[src/rtl/uart_pkg.sv]
// Shared UART definitions: receiver state encoding and the bit-period helper
// used by both the transmitter and the receiver.
package uart_pkg;

    typedef enum logic [2:0] {
        RX_IDLE  = 3'd0,
        RX_START = 3'd1,
        RX_DATA  = 3'd2,
        RX_STOP  = 3'd3,
        RX_BREAK = 3'd4
    } uart_rx_state_t;

    // Clocks per bit, truncating integer division.
    function automatic int unsigned uart_period(input int unsigned clk_freq,
                                                input int unsigned baud_rate);
        return clk_freq / baud_rate;
    endfunction

endpackage

[src/rtl/sync_2ff.sv]
// Generic two-flop synchronizer for a single asynchronous input; both flops
// reset to RST_VAL so the output holds the line's idle level out of reset.
module sync_2ff #(
    parameter logic RST_VAL = 1'b0
) (
    input  logic clk,
    input  logic rst,
    input  logic d_i,
    output logic q_o
);

    logic meta_q;
    logic sync_q;

    always_ff @(posedge clk or posedge rst) begin
        if (rst) begin
            meta_q <= RST_VAL;
            sync_q <= RST_VAL;
        end else begin
            meta_q <= d_i;
            sync_q <= meta_q;
        end
    end

    assign q_o = sync_q;

endmodule

[src/rtl/uart_rx.sv]
// UART receiver: mid-bit sampling of an 8N1-style line, valid/ready word output,
// one-cycle frame_err and overrun pulses.
module uart_rx
    import uart_pkg::*;
#(
    parameter int unsigned CLK_FREQ  = 50000000,
    parameter int unsigned BAUD_RATE = 9600,
    parameter int unsigned DATA_BITS = 8,
    parameter int unsigned STOP_BITS = 1
) (
    input  logic                 clk,
    input  logic                 rst,
    input  logic                 rx,
    output logic [DATA_BITS-1:0] data,
    output logic                 data_valid,
    input  logic                 data_ready,
    output logic                 frame_err,
    output logic                 overrun
);

    localparam int unsigned PERIOD  = uart_period(CLK_FREQ, BAUD_RATE);
    localparam int unsigned HALF    = PERIOD / 2;
    localparam int unsigned BIT_MAX = (DATA_BITS > STOP_BITS) ? DATA_BITS : STOP_BITS;
    localparam int unsigned CNT_W   = $clog2(PERIOD);
    localparam int unsigned BIT_W   = $clog2(BIT_MAX + 1);

    localparam logic [CNT_W-1:0] CNT_HALF_END = CNT_W'(HALF - 1);
    localparam logic [CNT_W-1:0] CNT_BIT_END  = CNT_W'(PERIOD - 1);
    localparam logic [BIT_W-1:0] DATA_LAST    = BIT_W'(DATA_BITS - 1);
    localparam logic [BIT_W-1:0] STOP_LAST    = BIT_W'(STOP_BITS - 1);

    generate
        if (PERIOD < 4) begin : g_period_check
            $error("uart_rx: CLK_FREQ/BAUD_RATE must be at least 4");
        end
    endgenerate

    logic rx_s;

    sync_2ff #(
        .RST_VAL(1'b1)
    ) u_rx_sync (
        .clk(clk),
        .rst(rst),
        .d_i(rx),
        .q_o(rx_s)
    );

    uart_rx_state_t       state_q,      state_d;
    logic [CNT_W-1:0]     clk_cnt_q,    clk_cnt_d;
    logic [BIT_W-1:0]     bit_cnt_q,    bit_cnt_d;
    logic [DATA_BITS-1:0] shift_q,      shift_d;
    logic [DATA_BITS-1:0] data_q,       data_d;
    logic                 data_valid_q, data_valid_d;
    logic                 frame_err_q,  frame_err_d;
    logic                 overrun_q,    overrun_d;
    logic                 deliver;
    logic                 accept;

    always_comb begin
        state_d     = state_q;
        clk_cnt_d   = clk_cnt_q;
        bit_cnt_d   = bit_cnt_q;
        shift_d     = shift_q;
        deliver     = 1'b0;
        frame_err_d = 1'b0;

        unique case (state_q)
            RX_IDLE: begin
                clk_cnt_d = '0;
                bit_cnt_d = '0;
                if (!rx_s) begin
                    state_d = RX_START;
                end
            end

            // A start bit that is high again at mid-bit is a glitch: drop silently.
            RX_START: begin
                if (clk_cnt_q == CNT_HALF_END) begin
                    clk_cnt_d = '0;
                    bit_cnt_d = '0;
                    state_d   = rx_s ? RX_IDLE : RX_DATA;
                end else begin
                    clk_cnt_d = clk_cnt_q + 1'b1;
                end
            end

            RX_DATA: begin
                if (clk_cnt_q == CNT_BIT_END) begin
                    clk_cnt_d = '0;
                    shift_d   = DATA_BITS'({rx_s, shift_q} >> 1);
                    if (bit_cnt_q == DATA_LAST) begin
                        bit_cnt_d = '0;
                        state_d   = RX_STOP;
                    end else begin
                        bit_cnt_d = bit_cnt_q + 1'b1;
                    end
                end else begin
                    clk_cnt_d = clk_cnt_q + 1'b1;
                end
            end

            RX_STOP: begin
                if (clk_cnt_q == CNT_BIT_END) begin
                    clk_cnt_d = '0;
                    if (!rx_s) begin
                        frame_err_d = 1'b1;
                        bit_cnt_d   = '0;
                        state_d     = RX_BREAK;
                    end else if (bit_cnt_q == STOP_LAST) begin
                        deliver   = 1'b1;
                        bit_cnt_d = '0;
                        state_d   = RX_IDLE;
                    end else begin
                        bit_cnt_d = bit_cnt_q + 1'b1;
                    end
                end else begin
                    clk_cnt_d = clk_cnt_q + 1'b1;
                end
            end

            // Line held low after a bad frame must return high before re-arming.
            RX_BREAK: begin
                clk_cnt_d = '0;
                bit_cnt_d = '0;
                if (rx_s) begin
                    state_d = RX_IDLE;
                end
            end

            default: begin
                state_d = RX_IDLE;
            end
        endcase
    end

    assign accept = data_valid_q & data_ready;

    // A delivery coinciding with acceptance replaces the word without overrun.
    always_comb begin
        data_d       = data_q;
        data_valid_d = data_valid_q;
        overrun_d    = 1'b0;
        if (deliver) begin
            if (!data_valid_q || accept) begin
                data_d       = shift_q;
                data_valid_d = 1'b1;
            end else begin
                overrun_d = 1'b1;
            end
        end else if (accept) begin
            data_valid_d = 1'b0;
        end
    end

    always_ff @(posedge clk or posedge rst) begin
        if (rst) begin
            state_q      <= RX_IDLE;
            clk_cnt_q    <= '0;
            bit_cnt_q    <= '0;
            shift_q      <= '0;
            data_q       <= '0;
            data_valid_q <= 1'b0;
            frame_err_q  <= 1'b0;
            overrun_q    <= 1'b0;
        end else begin
            state_q      <= state_d;
            clk_cnt_q    <= clk_cnt_d;
            bit_cnt_q    <= bit_cnt_d;
            shift_q      <= shift_d;
            data_q       <= data_d;
            data_valid_q <= data_valid_d;
            frame_err_q  <= frame_err_d;
            overrun_q    <= overrun_d;
        end
    end

    assign data       = data_q;
    assign data_valid = data_valid_q;
    assign frame_err  = frame_err_q;
    assign overrun    = overrun_q;

endmodule

[config.mk]
export PLATFORM = sky130hd
export DESIGN_NAME = uart_rx
export DESIGN_NICKNAME = d
export VERILOG_FILES = /design/src/rtl/uart_pkg.sv /design/src/rtl/sync_2ff.sv /design/src/rtl/uart_rx.sv
export SDC_FILE = /design/constraint.sdc
export NUM_CORES = 1
export LEC_CHECK = 0
export ABC_AREA = 1
export CAP_MARGIN = 10
export CORE_MARGIN = 5
export CORE_UTILIZATION = 30
export DETAILED_ROUTE_END_ITERATION = 8
export PLACE_DENSITY = 0.46
export SLEW_MARGIN = 20
export SYNTH_ARGS = -nofsm -noshare
export SYNTH_HDL_FRONTEND = slang
export SYNTH_SLANG_ARGS = --single-unit
[constraint.sdc]
create_clock -name clk -period 1.7 [get_ports clk]
set_input_delay 0.34 -clock clk [delete_from_list [all_inputs] [get_ports clk]]
set_output_delay 0.34 -clock clk [all_outputs]
set_load 0.02 [all_outputs]
==> flow_summary.yaml, run 1 <==
synth:
  synth.most_common_cell: "nand2_1"
  syn_area_per_cell_um2: 7.82
  netlist_instances: 284
  yosysSeqAreaShare_pct: 46.3
  ys_seq_elements: 41
  synthDistinctLibCells: 28
  dominantRegCellSynth: "dfrtp_1"
  ys_top_cells_by_count: "81 x nand2_1, 39 x dfrtp_1, 33 x nor2_1"
  synth_area_leader_cell: "dfrtp_1"
  synth-edff-count: 0
  synth_area_leaders: "dfrtp_1 44%, nand2_1 14%, nor2_1 5.6%"
  ys_warn_count: 0
  yosysTopAreaCellShare_pct: 43.9
  syn-num-nets: 291
  async_flop_share_pct: 100
  synthesis.area_mm2: 0.00222
placed_design:
  place_congestion: 0.753
  dpl_cell_area_mm2: 0.00257
  port_buffers: 14
  dp_slack_ns: 0.0687
  dp_hpwl_mm: 3.42
final_layout:
  final.fill_count: 761
  final_net_count: 322
  area_growth_pct: 25.4
  drive_gt1_share_pct: 21.8
  fin_area_mm2: 0.00278
  antenna_cells: 0
  fin_util_pct: 38.6
worst_setup_path:
  end_kind: "output pin"
  critPathArrivalTime_ns: 1.28
  worstPathRequired_ns: 1.36
  cp_slowest_cell: "clkdlybuf4s50_1"
  crit_family: "buffers and inverters"
  crit_chain: "clkdlybuf4s50_1"
  critical_path.max_fanout: 2
  worst-path-buf-inv: 1
  slowest_delay_ns: 0.61
  critPathLaunchType: "flip-flop"
  critPathKind: "flip-flop to output pin"
floorplan:
  initial_core_util_pct: 30.8
  die_w_um: 96.0
  core_mm2: 0.00721
  core.rowCount: 31
  die_h_um: 96.0
  die_area_mm2: 0.00922
  ios: 15
clocking:
  hold_buffers: 0
  cts_buffers: 5
  clkTransAtPathRegs_ns: 0.09
  insertion_delay_ns: 0.29
  clockBufferDepth: 2
  tritoncts: "done"
  htree_levels: 2
  clock_sinks: 41
  clockRootBuffer: "clkbuf_8"
global_route:
  use_met3_pct: 2.81
  grt_util_met2_pct: 18.6
  top_usage_layer: "met2"
  grt_pass1_vias: 1838
  use_met1_pct: 15.8
  globalRouteTotalUtil_pct: 11.7
  antenna_found_initial: 0
  grt_overflow: 0
  grt_pass1_wl_mm: 8.47
  grt_max_degree: 42
sta:
  rsz0062_at_grt: "yes"
  finalHoldViolCount: 0
  fin_crit_sh_pct: 95.3
  drv_slew: 0
  skew_ns: 0.0117
  setup_viol: 0
  min_period_ns: 1.62
  worst_slew_pin_slew_ns: 0.282
  relSlewSlack_pct: 81.1
  finalWorstSetupSlack_ns: 0.0807
  fmax_mhz: 618
route:
  drt_pass1_iterations: 4
  routed_wl_mm: 4.78
  num_vias: 1811
  postRouteAntennaNets: 0
  vias_per_cell: 4.36
  avgRoutedWirePerCell_um: 11.5
  drc: 0
  drt-initial-drc-count: 86
outcome:
  status: "complete, no violations"
power_and_ir_drop:
  max-vdd-ir-drop_mv: 0.480
  power_density_mw_per_mm2: 711
  leakagePower_nw: 1.26
  total_power_mw: 1.98
worst_hold_path:
  min_path_type: "flip-flop to flip-flop"
run:
  cap_violations: 0
-- final timing paths --
path	slack, ns	depth (start not counted)	endpoint	start
max in group asynchronous	1.05	3	u_rx_sync.q_o$_DFF_PP1_	rst
min in group asynchronous	0.37	3	clk_cnt_q[8]$_DFFE_PP0P_	rst
worst min-delay path	0.36	0	u_rx_sync.q_o$_DFF_PP1_	u_rx_sync.meta_q$_DFF_PP1_
worst max-delay path	0.08	1	data[0]	data[0]$_DFFE_PP0P_
worst min register to register	0.36	0	u_rx_sync.q_o$_DFF_PP1_	u_rx_sync.meta_q$_DFF_PP1_
worst max register to register	0.11	10	bit_cnt_q[0]$_DFFE_PP0P_	clk_cnt_q[0]$_DFFE_PP0P_
-- flip-flops by register name (all words and copies together), names as in the netlist --
| name | cells |
|---|---|
| bit_cnt_q | 4 |
| clk_cnt_q | 13 |
| data | 8 |
| data_valid | 1 |
| frame_err | 1 |
| overrun | 1 |
| shift_q | 8 |
| state_q | 3 |
| u_rx_sync.meta_q | 1 |
| u_rx_sync.q_o | 1 |
-- timing repair --
action / CTS / global route
gates resized for setup: 0 / 14
setup buffers: 0 / 1
endpoints found under the setup margin: 0 / 33
-- report_power, final --
group          leakage (nW)  switching (mW)  total (mW)  internal [mW]
clock network        0.0687           0.370       0.962          0.592
logic                 0.649          0.0241      0.0374         0.0133
registers             0.546        0.000882       0.979          0.979
-- cells by family (layout without fill, tap and decap cells) --
group / after synthesis / after routing / share of synthesized area [%]
fa+ha+maj: 3 / 3 / 1.69
buf+inv: 44 / 76 / 9.13
flops: 41 / 41 / 46.3
xor+xnor: 4 / 4 / 1.58
simple gates: 156 / 156 / 31.2
compound gates: 36 / 36 / 10.1
-- area by class of cell --
cell class / instances / area, µm² / share of cell area, %
Tap cell: 99 / 124 / 4.45
Inverter: 38 / 143 / 5.12
Sequential cell: 41 / 1030 / 37.1
Multi-Input combinational cell: 199 / 1040 / 37.2
Clock buffer: 5 / 68.8 / 2.47
Clock inverter: 3 / 68.8 / 2.47
Timing Repair Buffer: 30 / 310 / 11.1
-- metal layers --
metal,vias up,part of all wire (%)
li1,949,-
met1,834,51
met2,24,46
met3,4,2.6
met4,0,0.96
met5,-,0
-- worst reg2reg max path, cell delays in order, from the launching register on --
cell     delay, ns
dfrtp_1       0.41
ha_4          0.16
nand2_1       0.07
nor2_2        0.12
nand3_2       0.14
nand2_2       0.12
nand2_4       0.10
nor2_4        0.15
buf_12        0.15
nand2_1       0.05
nand2_1       0.06
-- cell usage in the layout (no fill, tap or decap), drive strengths merged --
cell | netlist | layout
a21oi | 2 | 2
a21boi | 1 | 1
dfstp | 2 | 2
o21ai | 29 | 29
nand4 | 3 | 3
and2 | 1 | 1
nand3 | 16 | 16
clkdlybuf4s50 | 0 | 14
nor2 | 38 | 38
o22ai | 1 | 1
ha | 3 | 3
inv | 37 | 37
dfrtp | 39 | 39
o21bai | 2 | 2
xor2 | 4 | 4
bufinv | 0 | 2
o21a | 1 | 1
nor3 | 11 | 11
nand2 | 87 | 87
clkbuf | 0 | 5
clkinv | 1 | 2
buf | 6 | 16
-- metrics by stage --
step / std cells / TNS [ns] / hold WS (ns)
2_1_floorplan: 284 / 0 / 0.344
3_3_place_gp: 406 / 0 / 0.348
3_5_place_dp: 406 / 0 / 0.348
4_1_cts: 414 / 0 / 0.360
5_1_grt: 415 / -0.0211 / 0.364
6_report: 415 / 0 / 0.359
Note: power is estimated with default switching activity, not from simulation.
==> run 2: changes to the inputs <==
==> constraint.sdc (replaced) <==
create_clock -name clk -period 1.7 [get_ports clk]
set_input_delay 0.34 -clock clk [delete_from_list [all_inputs] [get_ports clk]]
set_output_delay 0.34 -clock clk [all_outputs]
set_load 0.005 [all_outputs]
==> results of run 2 <==
The final DEF is identical to that of run 1. Status: complete, no violations.
Main changes from that run: setup slack after layout 0.0807 ns -> 0.114 ns; start point of the critical path data[0]$_DFFE_PP0P_ -> clk_cnt_q[0]$_DFFE_PP0P_; end point of the critical path data[0] -> bit_cnt_q[0]$_DFFE_PP0P_
